$ cat src/rtl/mmap_pkg.sv
// Shared types and address map for the mmap bus arbiter.
package mmap_pkg;

  typedef enum logic [1:0] {
    StIdle,
    StAccess,
    StResp
  } state_e;

  localparam logic [15:0] MMAP_ADDR_LO  = 16'hC00B;
  localparam logic [15:0] MMAP_ADDR_HI  = 16'hC016;

  localparam logic [15:0] ADDR_BR_STATS = 16'hC00B;
  localparam logic [15:0] ADDR_C00F     = 16'hC00F;
  localparam logic [15:0] ADDR_C010     = 16'hC010;
  localparam logic [15:0] ADDR_C011     = 16'hC011;
  localparam logic [15:0] ADDR_C012     = 16'hC012;
  localparam logic [15:0] ADDR_C013     = 16'hC013;
  localparam logic [15:0] ADDR_C014     = 16'hC014;
  localparam logic [15:0] ADDR_C015     = 16'hC015;
  localparam logic [15:0] ADDR_LFSR     = 16'hC016;

  typedef struct packed {
    logic        we;
    logic [15:0] addr;
    logic [15:0] wdata;
  } txn_t;

endpackage

$ cat src/rtl/mmap_bus_arbiter_if.sv
// Requester-side handshakes plus register-bank bus of the mmap arbiter.
interface mmap_bus_arbiter_if;
  logic        req0, req1;
  logic        we0, we1;
  logic [15:0] addr0, addr1;
  logic [15:0] wdata0, wdata1;
  logic        gnt0, gnt1;
  logic        done0, done1;
  logic [15:0] rdata;
  logic        err;
  logic        mm_re;
  logic [15:0] bus_addr;
  logic [15:0] bus_wdata;
  logic        bus_oe;
  logic [15:0] bus_rdata;
  logic        br_stats_wr;
  logic        lfsr_load;

  modport slave (
    input  req0, req1, we0, we1, addr0, addr1, wdata0, wdata1, bus_rdata,
    output gnt0, gnt1, done0, done1, rdata, err, mm_re, bus_addr, bus_wdata, bus_oe,
           br_stats_wr, lfsr_load
  );

  modport master (
    output req0, req1, we0, we1, addr0, addr1, wdata0, wdata1, bus_rdata,
    input  gnt0, gnt1, done0, done1, rdata, err, mm_re, bus_addr, bus_wdata, bus_oe,
           br_stats_wr, lfsr_load
  );
endinterface

$ cat src/rtl/mmap_bus_arbiter_rr_arb2.sv
// Two-way round-robin selector: on a tie, the requester not granted last wins.
module rr_arb2 (
  input  logic [1:0] i_req,
  input  logic       i_last,
  output logic [1:0] o_gnt
);
  always_comb begin
    o_gnt = 2'b00;
    case (i_req)
      2'b01:   o_gnt = 2'b01;
      2'b10:   o_gnt = 2'b10;
      2'b11:   o_gnt = i_last ? 2'b01 : 2'b10;
      default: o_gnt = 2'b00;
    endcase
  end
endmodule

$ cat src/rtl/mmap_bus_arbiter.sv
// Arbitrates two requesters onto a memory-mapped register bank.
// Out-of-range requests skip the bus phase and complete with err.
module mmap_bus_arbiter
  import mmap_pkg::*;
#(
  parameter logic [15:0] ADDR_LO = MMAP_ADDR_LO,
  parameter logic [15:0] ADDR_HI = MMAP_ADDR_HI
) (
  input logic               clk,
  input logic               rst,
  mmap_bus_arbiter_if.slave bus
);
  state_e      r_state, w_state_next;
  txn_t        r_txn, w_sel_txn;
  logic        r_owner, r_last, r_err;
  logic [15:0] r_rdata;
  logic [1:0]  w_req, w_rr_gnt, w_gnt;
  logic        w_in_range, w_access, w_resp, w_wr;

  assign w_req = {bus.req1, bus.req0};

  rr_arb2 u_rr_arb2 (
    .i_req  (w_req),
    .i_last (r_last),
    .o_gnt  (w_rr_gnt)
  );

  // Grant is combinational in IDLE so the accepting edge also latches the request.
  assign w_gnt = (r_state == StIdle && !rst) ? w_rr_gnt : 2'b00;

  always_comb begin
    w_sel_txn = '0;
    if (w_gnt[1]) begin
      w_sel_txn = '{we: bus.we1, addr: bus.addr1, wdata: bus.wdata1};
    end else begin
      w_sel_txn = '{we: bus.we0, addr: bus.addr0, wdata: bus.wdata0};
    end
  end

  assign w_in_range = (w_sel_txn.addr >= ADDR_LO) && (w_sel_txn.addr <= ADDR_HI);

  always_comb begin
    w_state_next = r_state;
    case (r_state)
      StIdle:   if (|w_gnt) w_state_next = w_in_range ? StAccess : StResp;
      StAccess: w_state_next = StResp;
      StResp:   w_state_next = StIdle;
      default:  w_state_next = StIdle;
    endcase
  end

  always_ff @(posedge clk or posedge rst) begin
    if (rst) begin
      r_state <= StIdle;
      r_txn   <= '0;
      r_owner <= 1'b0;
      r_last  <= 1'b1;
      r_err   <= 1'b0;
      r_rdata <= 16'h0000;
    end else begin
      r_state <= w_state_next;
      if (|w_gnt) begin
        r_txn   <= w_sel_txn;
        r_owner <= w_gnt[1];
        r_last  <= w_gnt[1];
        r_err   <= !w_in_range;
        r_rdata <= 16'h0000;
      end
      if (r_state == StAccess) begin
        r_rdata <= r_txn.we ? 16'h0000 : bus.bus_rdata;
      end
    end
  end

  assign w_access = (r_state == StAccess);
  assign w_resp   = (r_state == StResp);
  assign w_wr     = w_access && r_txn.we;

  always_comb begin
    bus.gnt0        = w_gnt[0];
    bus.gnt1        = w_gnt[1];
    bus.done0       = w_resp && !r_owner;
    bus.done1       = w_resp && r_owner;
    bus.err         = w_resp && r_err;
    bus.rdata       = r_rdata;
    bus.mm_re       = w_access && !r_txn.we;
    bus.bus_oe      = w_wr;
    bus.bus_addr    = w_access ? r_txn.addr : 16'h0000;
    bus.bus_wdata   = w_wr ? r_txn.wdata : 16'h0000;
    bus.br_stats_wr = w_wr && (r_txn.addr == ADDR_BR_STATS);
    bus.lfsr_load   = w_wr && (r_txn.addr == ADDR_LFSR);
  end

endmodule

$ cat src/flat_wrapper.sv
// flat-port wrapper written by rule: the top's interface ports become plain ports
module mmap_bus_arbiter_flat import mmap_pkg::*;
#(
  parameter logic [15:0] ADDR_LO = MMAP_ADDR_LO,
  parameter logic [15:0] ADDR_HI = MMAP_ADDR_HI
)
  (clk, rst, bus_req0, bus_req1, bus_we0, bus_we1, bus_addr0, bus_addr1, bus_wdata0, bus_wdata1, bus_bus_rdata, bus_gnt0, bus_gnt1, bus_done0, bus_done1, bus_rdata, bus_err, bus_mm_re, bus_bus_addr, bus_bus_wdata, bus_bus_oe, bus_br_stats_wr, bus_lfsr_load);
  mmap_bus_arbiter_if bus_i ();
  input logic clk;
  input logic rst;
  input wire logic [$bits(bus_i.req0)-1:0] bus_req0;
  input wire logic [$bits(bus_i.req1)-1:0] bus_req1;
  input wire logic [$bits(bus_i.we0)-1:0] bus_we0;
  input wire logic [$bits(bus_i.we1)-1:0] bus_we1;
  input wire logic [$bits(bus_i.addr0)-1:0] bus_addr0;
  input wire logic [$bits(bus_i.addr1)-1:0] bus_addr1;
  input wire logic [$bits(bus_i.wdata0)-1:0] bus_wdata0;
  input wire logic [$bits(bus_i.wdata1)-1:0] bus_wdata1;
  input wire logic [$bits(bus_i.bus_rdata)-1:0] bus_bus_rdata;
  output wire logic [$bits(bus_i.gnt0)-1:0] bus_gnt0;
  output wire logic [$bits(bus_i.gnt1)-1:0] bus_gnt1;
  output wire logic [$bits(bus_i.done0)-1:0] bus_done0;
  output wire logic [$bits(bus_i.done1)-1:0] bus_done1;
  output wire logic [$bits(bus_i.rdata)-1:0] bus_rdata;
  output wire logic [$bits(bus_i.err)-1:0] bus_err;
  output wire logic [$bits(bus_i.mm_re)-1:0] bus_mm_re;
  output wire logic [$bits(bus_i.bus_addr)-1:0] bus_bus_addr;
  output wire logic [$bits(bus_i.bus_wdata)-1:0] bus_bus_wdata;
  output wire logic [$bits(bus_i.bus_oe)-1:0] bus_bus_oe;
  output wire logic [$bits(bus_i.br_stats_wr)-1:0] bus_br_stats_wr;
  output wire logic [$bits(bus_i.lfsr_load)-1:0] bus_lfsr_load;
  assign bus_i.req0 = bus_req0;
  assign bus_i.req1 = bus_req1;
  assign bus_i.we0 = bus_we0;
  assign bus_i.we1 = bus_we1;
  assign bus_i.addr0 = bus_addr0;
  assign bus_i.addr1 = bus_addr1;
  assign bus_i.wdata0 = bus_wdata0;
  assign bus_i.wdata1 = bus_wdata1;
  assign bus_i.bus_rdata = bus_bus_rdata;
  assign bus_gnt0 = bus_i.gnt0;
  assign bus_gnt1 = bus_i.gnt1;
  assign bus_done0 = bus_i.done0;
  assign bus_done1 = bus_i.done1;
  assign bus_rdata = bus_i.rdata;
  assign bus_err = bus_i.err;
  assign bus_mm_re = bus_i.mm_re;
  assign bus_bus_addr = bus_i.bus_addr;
  assign bus_bus_wdata = bus_i.bus_wdata;
  assign bus_bus_oe = bus_i.bus_oe;
  assign bus_br_stats_wr = bus_i.br_stats_wr;
  assign bus_lfsr_load = bus_i.lfsr_load;
  mmap_bus_arbiter #(.ADDR_LO(ADDR_LO), .ADDR_HI(ADDR_HI)) u_core (.clk(clk), .rst(rst), .bus(bus_i));
endmodule
$ cat config.mk
export PLATFORM = sky130hd
export DESIGN_NAME = mmap_bus_arbiter_flat
export DESIGN_NICKNAME = d
export VERILOG_FILES = /design/src/rtl/mmap_pkg.sv /design/src/rtl/mmap_bus_arbiter_if.sv /design/src/rtl/mmap_bus_arbiter_rr_arb2.sv /design/src/rtl/mmap_bus_arbiter.sv /design/src/flat_wrapper.sv
export SDC_FILE = /design/constraint.sdc
export NUM_CORES = 1
export LEC_CHECK = 0
export ABC_AREA = 1
export CAP_MARGIN = 0
export CORE_AREA = 2 2 87 89
export CTS_CLUSTER_DIAMETER = 50
export CTS_CLUSTER_SIZE = 16
export DETAILED_ROUTE_END_ITERATION = 10
export DIE_AREA = 0 0 89 91
export PLACE_DENSITY = 0.89
export SLEW_MARGIN = 20
export SYNTH_ARGS = -nofsm -noshare
export SYNTH_HDL_FRONTEND = slang
export SYNTH_SLANG_ARGS = --single-unit
$ cat constraint.sdc
create_clock -name clk -period 2.7 [get_ports clk]
set_clock_uncertainty 0.2 [all_clocks]
set_input_delay 0.54 -clock clk [delete_from_list [all_inputs] [get_ports clk]]
set_output_delay 0.54 -clock clk [all_outputs]
set_load 0.01 [all_outputs]
==> results of run 1 <==
[report_power, final]
group,internal [mW],switching (mW)
clock network,0.180,0.269
logic,0.309,0.398
registers,1.00,0.0890
[cell usage in the layout, fill, tap and decap left out, types with 17 or more instances in the layout]
| master | Yosys | final |
|---|---|---|
| o22ai_1 | 17 | 17 |
| dlygate4sd2_1 | 0 | 18 |
| dfrtp_1 | 53 | 53 |
| nor2_1 | 66 | 64 |
| inv_1 | 57 | 57 |
| clkdlybuf4s50_1 | 0 | 118 |
| nand2_1 | 72 | 72 |
| a21oi_1 | 19 | 19 |
| o21ai_0 | 23 | 23 |
[layout make-up]
type,count,area (um^2),area share [%]
Timing Repair Buffer,159,1550,34.0
Sequential cell,54,1350,29.8
Multi-Input combinational cell,242,1210,26.7
Inverter,60,225,4.96
Tap cell,99,124,2.73
Clock buffer,5,68.8,1.51
Clock inverter,2,13.8,0.303
[worst max-delay path: cells and delay by family]
kind          cells  cell delay [ns]
buf+inv           3             1.08
simple gates      2             0.24
[per-stage QoR]
step                      std cells  instance area, um^2  utilization (%)
after floorplan                 376                 2890                -
after global placement          613                 4450             62.3
after detailed placement        613                 4450             62.3
after CTS                       621                 4520             63.3
after global routing            621                 4540             63.7
final                           621                 4540             63.7
[per-layer routing]
| layer | GRT usage (%) | part of all wire [%] |
|---|---|---|
| met5 | 0 | 0 |
| met1 | 27.4 | 41 |
| met3 | 3.91 | 5.9 |
| met4 | 6.34 | 1.5 |
| met2 | 39.7 | 51 |
[cell families after synthesis]
kind of cell / Yosys count / synth area share, %
DFF: 54 / 46.8
and+or+nand+nor: 163 / 24.2
AOI/OAI and AO/OA: 79 / 17.4
buffers and inverters: 80 / 11.7
[sequential cells by signal (all words and copies together) (netlist names)]
signal and flops:
u_core.r_last 1, u_core.r_txn 33, u_core.bus.rdata 16, u_core.r_err 1
u_core.r_state 2, u_core.r_owner 1
[cells in the mapped netlist, drive strengths merged, types with 2 or more instances]
| cell type | count |
|---|---|
| o21ai | 25 |
| nand4 | 2 |
| inv | 59 |
| nor2 | 70 |
| nand3 | 7 |
| dfrtp | 53 |
| clkbuf | 7 |
| nor4 | 2 |
| o22ai | 17 |
| a21oi | 20 |
| a32o | 16 |
| nand2 | 78 |
| nor3 | 2 |
| buf | 13 |
[what timing repair did]
item / 4_1_cts / 5_1_grt
gates resized for setup: 19 / 8
buffers inserted: 1 / 0
endpoints found under the setup margin: 28 / 17
[path summary, 6_finish.rpt]
check	startpoint	endpoint	cells past startpoint
min in group asynchronous	rst	u_core.r_txn[13]	3
max in group asynchronous	rst	u_core.bus.rdata[8]	3
min reg2reg	u_core.r_last	u_core.r_last	2
max reg2reg	u_core.r_last	u_core.r_state[1]	12
max	rst	bus_gnt0	5
min	u_core.r_last	u_core.r_last	2
==> impl_metrics.ini, run 1 <==
[placed_design]
io_buffers = 142
place_ws_ns = 0.0418
hpwl_um = 6830
gp_congestion = 0.854

[synth]
ys_seq_area_share_pct = 46.8
synth-seq-cells = 54
syn_inst = 376
synth_edf_count = 0
synth_top_cell_by_area = dfrtp_1
async_reset_ff_share_pct = 100
synthDistinctLibCells = 30
synth_top_area_share_pct = 45.8
ys_warn_count = 0
synth_flop_cell = dfrtp_1
syn_avg_cell_area_um2 = 7.69
netlist_area_um2 = 2890
synth_nets = 462
yosys-top-cells-area = dfrtp_1, nand2_1, nor2_1, inv_1, a32o_1

[finish]
nets = 608
diodes = 0
drive_above_1_share_pct = 7.85
filler_cell_count = 608
syn2layout_area_growth_pct = 57.1

[floorplanning]
fp.dieH_um = 91
die_w_um = 89
io-pin-count = 143
initial_utilization_pct = 40.5
rows = 31
dieArea_um2 = 8100
core-area_um2 = 7140

[critical_path]
reg2reg_setup_slack_ns = 0.50
cp-end-kind = output port
startpoint_type = input port
cp_slowest_cell = clkdlybuf4s50_1
cpPeakStageDelay_ns = 0.55
path_max_fanout = 5
required_ns = 1.96
critPathMostFrequentCell = clkdlybuf4s50_1
worstSetupPathType = in -> out
critPathArrivalTime_ns = 1.88
cp_cell_sequence = clkdlybuf4s50_1 > inv_2 > nand2_4 > nor2_1 > clkdlybuf4s50_1

[sta]
maxSlewHeadroom_pct = 53.9
final.period_utilization_pct = 97.1
worst_slew_pin_slew_ns = 0.691
slew_violations = 0
min_period_ns = 2.62
hold_viol_final = 0
rsz0062_at_grt = no
fmax_ghz = 0.381
whs_ns = 0.293
setup_viol = 0
setup-tns-final_ns = 0
fin_ws_ns = 0.0786

[route]
totalWireLength_um = 8830
drt_iter0_drc = 183
vias = 3026
post_drt_wl_per_cell_um = 14.2
first_pass_iters = 5
vias_per_cell = 4.87
drc = 0
ant_nets = 0

[hold_path]
hold_path_class = reg -> reg

[global_routing]
grt_max_degree = 55
grtUsageTotal_pct = 22.4
grt_pass1_wl_um = 14400
grt_pass1_vias = 3198
antenna_found_initial = 0
overflow = 0

[power_and_ir_drop]
finalPower_mw = 2.25
ir_drop_uv = 346
p_per_area_nw_per_um2 = 494
p_leak_nw = 2.29

[clock_network]
ctsHtreeMaxLevel = 2
root_buffer = clkbuf_8
cts_tree = done
cts_hold_buf = 0
clk_pin_slew_ns = 0.09
cts_max_path_buffers = 2
clk_latency_ns = 0.30
clock-sinks = 54
cts_made_buffers = 5

[outcome]
outcome = complete, no violations

[run]
max_cap_viol_count = 0
(Power assumes the default switching activity.)
==> run 2, diff against run 1 <==
Settings changed: RECOVER_POWER from default to 50.
Clock period 2.7 ns to 3 ns, I/O delays scaled along.
==> impl_metrics.ini, run 2 (synthesis gave the netlist of run 1 again) <==
[global_routing]
antenna_found_initial = 0
grtUsageTotal_pct = 21.9
grt_pass1_vias = 2989
grt_max_degree = 55
grt_pass1_wl_um = 14100
overflow = 0

[floorplanning]
dieArea_um2 = 8100
initial_utilization_pct = 40.5
die_w_um = 89
io-pin-count = 143
rows = 31
core-area_um2 = 7140
fp.dieH_um = 91

[placed_design]
hpwl_um = 6660
io_buffers = 142
place_ws_ns = 0.205
gp_congestion = 0.905

[clock_network]
cts_tree = done
cts_max_path_buffers = 2
ctsHtreeMaxLevel = 2
root_buffer = clkbuf_8
clk_pin_slew_ns = 0.09
clock-sinks = 54
clk_latency_ns = 0.30
cts_hold_buf = 0
cts_made_buffers = 5

[sta]
slew_violations = 0
final.period_utilization_pct = 97.1
fmax_ghz = 0.343
maxSlewHeadroom_pct = 9.74
min_period_ns = 2.91
rsz0062_at_grt = no
setup-tns-final_ns = 0
setup_viol = 0
hold_viol_final = 0
worst_slew_pin_slew_ns = 1.35
fin_ws_ns = 0.0868

[route]
ant_nets = 0
vias = 3059
drt_iter0_drc = 178
post_drt_wl_per_cell_um = 14.3
totalWireLength_um = 8870
vias_per_cell = 4.94
first_pass_iters = 4
drc = 0

[finish]
nets = 605
final_common_cell = clkdlybuf4s50_1
drive_above_1_share_pct = 6.92
final_cell_mix = clkdlybuf4s50_1, nand2_1, nor2_1
filler_cell_count = 648
syn2layout_area_growth_pct = 56.1
diodes = 0
largest_reg_flops = 33
largest_register = u_core.r_txn

[power_and_ir_drop]
p_leak_nw = 2.21
finalPower_mw = 2.00
p_per_area_nw_per_um2 = 443
clock_power_share_pct = 19.8
p_int_mw = 1.33
ir_drop_uv = 240
p_seq_share_pct = 49.1
power_frac_comb_pct = 31.0
p_sw_mw = 0.670
swShare_pct = 33.5

[hold_path]
hold_path_class = reg -> reg

[critical_path]
required_ns = 2.20
cp-end-kind = output port
critPathArrivalTime_ns = 2.11
worstSetupPathType = in -> out
path_max_fanout = 10
startpoint_type = input port

[outcome]
outcome = complete, no violations

[run]
max_cap_viol_count = 0
## run 2: changes by cell type in the layout (fill, tap and decap cells not counted), moves of 2 or more
cell	delta
dlygate4sd2_1	-18
buf_4	-6
dlymetal6s2s_1	-2
dlygate4sd3_1	+20
clkbuf_2	+3
clkbuf_1	+2
## run 2: per-layer routing
metal  vias up  track usage, %  share of wire [%]
met4         0            6.97                2.1
met1      1427            27.5                 42
met2       123            37.5                 50
met3        18            4.36                6.6
li1       1491               -                  -
met5         -               0                  0
## run 2: path summary, 6_finish.rpt
kind                               start                 to  slack (ns)  cells past startpoint
max in group asynchronous            rst  u_core.r_state[1]        0.58                      3
hold / removal             u_core.r_last      u_core.r_last        0.30                      2
setup reg to reg           u_core.r_last    u_core.r_txn[8]        0.58                      7
hold reg to reg            u_core.r_last      u_core.r_last        0.30                      2
min in group asynchronous            rst   u_core.r_txn[10]        1.13                      3
setup / recovery                     rst           bus_gnt1        0.09                      5
## run 2: worst max-delay path, cell delays in order
cell,delay [ns]
dlygate4sd3_1,0.61
inv_2,0.10
nand2_4,0.08
nor2_8,0.16
clkdlybuf4s50_1,0.56
## run 2: final cells by class
cell class,count,area (um^2),share of cell area [%]
clock buffers,6,72.6,1.61
clock inverters,2,10.0,0.222
inverters,60,225,4.99
multi-input cells,242,1200,26.7
flip-flops and latches,54,1350,30.0
well taps,99,124,2.74
repair buffers,156,1530,33.8
## run 2: what timing repair did
action | 4_1_cts | 5_1_grt
resized for setup | 1 | 5
setup endpoints to repair | 2 | 18
setup buffers | 0 | 2
## run 2: through the flow
stage                     instances  instance area [um^2]  hold WS, ns  utilization [%]
after floorplan                 376                  2890        0.249                -
after global placement          609                  4420        0.268             61.9
after detailed placement        609                  4420        0.280             61.9
after CTS                       617                  4500        0.297             63.1
after global routing            619                  4520        0.329             63.3
final                           619                  4520        0.299             63.3
## run 2: power by group through the flow
stage	logic (mW)	registers, mW	clock network (mW)
floorplan	0.391	0.971	0
global placement	0.595	0.988	0
detailed placement	0.619	0.994	0
CTS	0.624	0.980	0.406
global route	0.696	1.00	0.445
finish	0.620	0.982	0.396
